[config.mk]
export PLATFORM = sky130hd
export DESIGN_NAME = mc_control_unit
export DESIGN_NICKNAME = d
export VERILOG_FILES = /design/src/rtl/mc_control_unit_pkg.sv /design/src/rtl/mc_opcode_decode.sv /design/src/rtl/mc_control_unit.sv
export SDC_FILE = /design/constraint.sdc
export NUM_CORES = 1
export LEC_CHECK = 0
export ABC_AREA = 1
export BUFFER_PORTS_ARGS = -buffer_cell sky130_fd_sc_hd__buf_4
export CORE_AREA = 2 2 58 49
export DETAILED_ROUTE_END_ITERATION = 8
export DIE_AREA = 0 0 60 51
export PLACE_DENSITY = 0.86
export SYNTH_ARGS = -nofsm -noshare
export SYNTH_HDL_FRONTEND = slang
export SYNTH_SLANG_ARGS = --single-unit
[constraint.sdc]
create_clock -name clk -period 2.6 [get_ports clk]
set_clock_uncertainty 0.1 [all_clocks]
set_input_delay 0.26 -clock clk [delete_from_list [all_inputs] [get_ports clk]]
set_output_delay 0.26 -clock clk [all_outputs]
set_load 0.02 [all_outputs]
[src/rtl/mc_control_unit_pkg.sv]
// Shared encodings for the multi-cycle control unit: opcodes, FSM states,
// datapath select codes and the per-state control word.
package mc_control_unit_pkg;

    localparam logic [5:0] OP_RTYPE = 6'b000000;
    localparam logic [5:0] OP_LW    = 6'b100011;
    localparam logic [5:0] OP_SW    = 6'b101011;
    localparam logic [5:0] OP_LH    = 6'b100001;
    localparam logic [5:0] OP_LHU   = 6'b100101;
    localparam logic [5:0] OP_ADDI  = 6'b001000;
    localparam logic [5:0] OP_ANDI  = 6'b001100;
    localparam logic [5:0] OP_ORI   = 6'b001101;
    localparam logic [5:0] OP_BEQ   = 6'b000100;
    localparam logic [5:0] OP_J     = 6'b000010;

    typedef enum logic [3:0] {
        S_FETCH   = 4'd0,
        S_DECODE  = 4'd1,
        S_MEM_ADR = 4'd2,
        S_MEM_RD  = 4'd3,
        S_MEM_WB  = 4'd4,
        S_MEM_WR  = 4'd5,
        S_R_EXEC  = 4'd6,
        S_ALU_WB  = 4'd7,
        S_BRANCH  = 4'd8,
        S_I_EXEC  = 4'd9,
        S_I_WB    = 4'd10,
        S_JUMP    = 4'd11
    } state_t;

    localparam logic [2:0] ALU_ADD   = 3'b000;
    localparam logic [2:0] ALU_SUB   = 3'b001;
    localparam logic [2:0] ALU_FUNCT = 3'b010;
    localparam logic [2:0] ALU_AND   = 3'b011;
    localparam logic [2:0] ALU_OR    = 3'b100;

    localparam logic [1:0] SRCB_REG     = 2'b00;
    localparam logic [1:0] SRCB_FOUR    = 2'b01;
    localparam logic [1:0] SRCB_IMM     = 2'b10;
    localparam logic [1:0] SRCB_IMM_SL2 = 2'b11;

    localparam logic [1:0] PC_ALU    = 2'b00;
    localparam logic [1:0] PC_ALUOUT = 2'b01;
    localparam logic [1:0] PC_JUMP   = 2'b10;

    typedef struct packed {
        logic       is_store;
        logic       half;
        logic       half_unsigned;
        logic [2:0] imm_op;
    } op_class_t;

    typedef struct packed {
        logic       pc_write;
        logic       pc_write_cond;
        logic       i_or_d;
        logic       mem_read;
        logic       mem_write;
        logic       reg_dst;
        logic       mem_to_reg;
        logic       reg_write;
        logic       alu_src_a;
        logic [1:0] alu_src_b;
        logic [2:0] alu_op;
        logic [1:0] pc_src;
    } ctrl_t;

    // Moore control word for a state; the fetch-complete strobes are added by the top.
    function automatic ctrl_t ctrl_for_state(input state_t s, input logic [2:0] imm_op);
        ctrl_t c;
        c = '0;
        case (s)
            S_FETCH:   begin c.mem_read = 1'b1; c.alu_src_b = SRCB_FOUR; c.pc_src = PC_ALU; end
            S_DECODE:  c.alu_src_b = SRCB_IMM_SL2;
            S_MEM_ADR: begin c.alu_src_a = 1'b1; c.alu_src_b = SRCB_IMM; end
            S_MEM_RD:  begin c.mem_read = 1'b1; c.i_or_d = 1'b1; end
            S_MEM_WB:  begin c.reg_write = 1'b1; c.mem_to_reg = 1'b1; end
            S_MEM_WR:  begin c.mem_write = 1'b1; c.i_or_d = 1'b1; end
            S_R_EXEC:  begin c.alu_src_a = 1'b1; c.alu_src_b = SRCB_REG; c.alu_op = ALU_FUNCT; end
            S_ALU_WB:  begin c.reg_write = 1'b1; c.reg_dst = 1'b1; end
            S_BRANCH:  begin
                c.alu_src_a     = 1'b1;
                c.alu_op        = ALU_SUB;
                c.pc_write_cond = 1'b1;
                c.pc_src        = PC_ALUOUT;
            end
            S_I_EXEC:  begin c.alu_src_a = 1'b1; c.alu_src_b = SRCB_IMM; c.alu_op = imm_op; end
            S_I_WB:    c.reg_write = 1'b1;
            S_JUMP:    begin c.pc_write = 1'b1; c.pc_src = PC_JUMP; end
            default:   c = '0;
        endcase
        return c;
    endfunction

endpackage

[src/rtl/mc_opcode_decode.sv]
// Combinational opcode decode: instruction class and the state that follows DECODE.
import mc_control_unit_pkg::*;

module mc_opcode_decode #(
    parameter int ENABLE_HALF = 1,
    parameter int ENABLE_JUMP = 1
) (
    input  logic [5:0] op_code,
    output logic       valid,
    output state_t     next_state,
    output op_class_t  op_class
);

    always_comb begin
        valid      = 1'b1;
        next_state = S_FETCH;
        op_class   = '0;
        case (op_code)
            OP_RTYPE: next_state = S_R_EXEC;
            OP_LW:    next_state = S_MEM_ADR;
            OP_SW:    begin next_state = S_MEM_ADR; op_class.is_store = 1'b1; end
            OP_LH:
                if (ENABLE_HALF != 0) begin
                    next_state     = S_MEM_ADR;
                    op_class.half  = 1'b1;
                end else begin
                    valid = 1'b0;
                end
            OP_LHU:
                if (ENABLE_HALF != 0) begin
                    next_state             = S_MEM_ADR;
                    op_class.half          = 1'b1;
                    op_class.half_unsigned = 1'b1;
                end else begin
                    valid = 1'b0;
                end
            OP_ADDI:  begin next_state = S_I_EXEC; op_class.imm_op = ALU_ADD; end
            OP_ANDI:  begin next_state = S_I_EXEC; op_class.imm_op = ALU_AND; end
            OP_ORI:   begin next_state = S_I_EXEC; op_class.imm_op = ALU_OR;  end
            OP_BEQ:   next_state = S_BRANCH;
            OP_J:
                if (ENABLE_JUMP != 0) next_state = S_JUMP;
                else                  valid = 1'b0;
            default:  valid = 1'b0;
        endcase
    end

endmodule

[src/rtl/mc_control_unit.sv]
// Multi-cycle processor control FSM. Control word is registered from the next
// state so outputs are a clean function of the current state.
import mc_control_unit_pkg::*;

module mc_control_unit #(
    parameter int ENABLE_HALF = 1,
    parameter int ENABLE_JUMP = 1,
    parameter int MEM_WAIT_EN = 1
) (
    input  logic       clk,
    input  logic       rst_n,
    input  logic [5:0] op_code,
    input  logic       mem_ready,
    output logic       pc_write,
    output logic       pc_write_cond,
    output logic       i_or_d,
    output logic       ir_write,
    output logic       mem_read,
    output logic       mem_write,
    output logic       reg_dst,
    output logic       mem_to_reg,
    output logic       reg_write,
    output logic       alu_src_a,
    output logic [1:0] alu_src_b,
    output logic [2:0] alu_op,
    output logic [1:0] pc_src,
    output logic       half,
    output logic       half_unsigned,
    output logic       illegal_op,
    output logic [3:0] state
);

    state_t    cur_state;
    state_t    nxt_state;
    state_t    dec_next;
    op_class_t dec_class;
    op_class_t cls_q;
    op_class_t cls_nxt;
    ctrl_t     ctrl_q;
    logic      dec_valid;
    logic      mem_done;
    logic      fetch_done;

    mc_opcode_decode #(
        .ENABLE_HALF (ENABLE_HALF),
        .ENABLE_JUMP (ENABLE_JUMP)
    ) u_decode (
        .op_code    (op_code),
        .valid      (dec_valid),
        .next_state (dec_next),
        .op_class   (dec_class)
    );

    assign mem_done = mem_ready || (MEM_WAIT_EN == 0);

    always_comb begin
        nxt_state = S_FETCH;
        cls_nxt   = cls_q;
        case (cur_state)
            S_FETCH:   nxt_state = mem_done ? S_DECODE : S_FETCH;
            S_DECODE:  begin nxt_state = dec_next; cls_nxt = dec_class; end
            S_MEM_ADR: nxt_state = cls_q.is_store ? S_MEM_WR : S_MEM_RD;
            S_MEM_RD:  nxt_state = mem_done ? S_MEM_WB : S_MEM_RD;
            S_MEM_WR:  nxt_state = mem_done ? S_FETCH : S_MEM_WR;
            S_R_EXEC:  nxt_state = S_ALU_WB;
            S_I_EXEC:  nxt_state = S_I_WB;
            default:   nxt_state = S_FETCH;
        endcase
    end

    // Control word tracks the state being entered, using the class latched alongside it.
    always_ff @(posedge clk) begin
        if (!rst_n) begin
            cur_state <= S_FETCH;
            cls_q     <= '0;
            ctrl_q    <= ctrl_for_state(S_FETCH, ALU_ADD);
        end else begin
            cur_state <= nxt_state;
            cls_q     <= cls_nxt;
            ctrl_q    <= ctrl_for_state(nxt_state, cls_nxt.imm_op);
        end
    end

    // Instruction capture and PC+4 happen only in the cycle the fetch completes.
    assign fetch_done    = (cur_state == S_FETCH) && mem_done;
    assign ir_write      = fetch_done;
    assign pc_write      = ctrl_q.pc_write | fetch_done;
    assign pc_write_cond = ctrl_q.pc_write_cond;
    assign i_or_d        = ctrl_q.i_or_d;
    assign mem_read      = ctrl_q.mem_read;
    assign mem_write     = ctrl_q.mem_write;
    assign reg_dst       = ctrl_q.reg_dst;
    assign mem_to_reg    = ctrl_q.mem_to_reg;
    assign reg_write     = ctrl_q.reg_write;
    assign alu_src_a     = ctrl_q.alu_src_a;
    assign alu_src_b     = ctrl_q.alu_src_b;
    assign alu_op        = ctrl_q.alu_op;
    assign pc_src        = ctrl_q.pc_src;
    assign half          = cls_q.half;
    assign half_unsigned = cls_q.half_unsigned;
    assign illegal_op    = rst_n && (cur_state == S_DECODE) && !dec_valid;
    assign state         = cur_state;

endmodule

==> run metrics <==
Post-synth EDFFs=0; Die Span Y=51 um; Yosys Warn Count=0; Yosys cell types=26; worst hold path class=primary input to register; CTS max path bufs=2; status=complete, no violations; initial antenna violation count=0; CP max FO=6; Max stage delay cell, worst path=dfxtp_1; pwr dens=442 nW/um^2; WS Path Type=register to output pin; via count=1102; maximum VDD drop=0.260 mV; postcts setup bufs=0; count leader, synth=nand2_1; Post-DP HPWL=1870 um; final RePlAce weighted congestion=0.786; slew margin rel.=75.7%; grt total ovfl=0; WP data arrival=1.44 ns; crit end category=output pin; crit share post-route=69.3%; worst slew pin tran=0.364 ns; clock sinks=24; layout cells sized above 1=34.7%; Crit path required time=2.24 ns; hold_buf cts=0; Die Area=3060 sq um; Synth Instances=174; Pre-antenna DRT Iters=5; Residual DRC=0; H-tree depth=1; Async SR Flop Fraction=0%; Layout area overhead=18.6%; first-pass GRT wire length=4050 um; Net Count, Synth=183; top cells by count, synth=nand2_1, dfxtp_1, nand3_1, nor2_1, inv_1; post-synth design cell area=1260 sq um; number of global-route vias before repair=951; clock-pin slew on the worst setup and hold paths=0.11 ns; TritonCTS clock tree=done; CTS Root Cell=clkbuf_4; vias per cell=4.65; final WL=2360 um; Util after Layout=58.2%; min Tclk post-route=1.80 ns; Inserted Diodes=0; final hold vios=0; max-cap violation count=0; crit path buf inv count=2; Initial Util=49.1%; Buffers on Ports=32; post-layout net count=210; top_reg_cell synth=dfxtp_1; Yosys reg bits=24; initial DRC count=44; Tot GR Track Use=16.9%; Mean Syn Cell Area=7.26 sq um; fin. max-slew vios=0; register area share after synthesis=38.0%; DR WL/cell=9.94 um; Synth top area share=38.0%; Die Width=60 um; Crit path max-delay family=simple AND/OR/NAND/NOR gates; Worst Hold Slack=0.137 ns; Max Clock Freq=555 MHz; largest net degree at the start of global routing=13; critical-path cell list=nor2_4 > nand3_1 > inv_1 > or2_2 > buf_4; number of routed nets with antenna violations=0; Num CTS Buffers=3; max reg flops=4; worst skew pair latency=0.31 ns; Site Rows=17; I/O pins=33; static leakage=0.800 nW; Synth area leaders=dfxtp_1, nand3_1, nand2_1, nor2_1, inv_1; RSZ-0062 raised after global routing=no; setup violators final=0; total negative slack=0 ns; Yosys top cell by area=dfxtp_1; Worst path max stage delay=0.45 ns; startpoint types=register; Post-CTS Resized=0; Core Area=2570 sq um
[worst paths after layout]
kind                            start                    to  slack [ns]  depth (start not counted)
hold reg to reg   cls_q[0]$_SDFF_PN0_   cls_q[0]$_SDFF_PN0_        0.39                          2
setup / recovery  state[3]$_SDFF_PN0_              pc_write        0.80                          5
setup reg to reg  state[1]$_SDFF_PN0_  alu_op[1]$_SDFF_PN0_        0.98                         10
hold / removal                  rst_n  reg_write$_SDFF_PN0_        0.14                          3
[per-stage QoR]
stage,cells,instance area [sq um],power (W),setup slack (ns)
finish,237,1500,0.000663,0.798
global route,237,1500,0.000694,0.706
CTS,237,1500,0.000667,0.780
detailed placement,234,1480,0.000516,0.967
global placement,234,1480,0.000515,0.971
floorplan,174,1260,0.000478,1.01
[kinds of logic after synthesis]
group / count (synthesis) / share of synthesized area [%]
simple gates: 99 / 41.7
buf+inv: 38 / 14.7
flops: 24 / 38.0
compound gates: 13 / 5.64
[worst min-delay path, delay by kind of cell]
kind,cells,cell delay (ns)
and+or+nand+nor,1,0.07
buffers and inverters,2,0.19
[cell type report]
class,instances,area [sq um]
fillers,245,1070
multi-input cells,112,598
flip-flops and latches,24,480
repair buffers,32,240
inverters,28,110
well taps,38,47.5
clock buffers,3,22.5
[routing by layer]
metal / vias to the layer above / routed length (um) / track usage [%]
met4: 0 / 0 / 1.11
met3: 0 / 170 / 4.56
met1: 480 / 1160 / 24.4
met2: 36 / 1020 / 26.3
li1: 586 / - / -
met5: - / 0 / 0
[placed cells by master, fill, tap and decap left out]
| master | instances |
|---|---|
| nor2_1 | 21 |
| nand2_1 | 25 |
| nor2_4 | 6 |
| nand4_1 | 1 |
| clkbuf_4 | 3 |
| or2_2 | 1 |
| a31o_2 | 1 |
| o21a_1 | 1 |
| buf_4 | 32 |
| nor3_2 | 1 |
| nand3_2 | 2 |
| nand2_2 | 8 |
| nor3_1 | 4 |
| o21ai_0 | 6 |
| nand2_4 | 2 |
| nand3_1 | 21 |
| inv_2 | 7 |
| dfxtp_1 | 24 |
| inv_4 | 2 |
| nor2_2 | 4 |
| a21oi_1 | 5 |
| clkinv_1 | 1 |
| inv_1 | 18 |
| nor4_1 | 1 |
| nand3b_1 | 2 |
[where the power goes]
group          leakage, nW  total, W  internal (W)  switching [W]
Clock               0.0138  0.000154     0.0000541       0.000100
Sequential           0.195  0.000386      0.000379     0.00000668
Combinational        0.592  0.000123     0.0000466      0.0000763
Power figures use the tool's default switching activity.
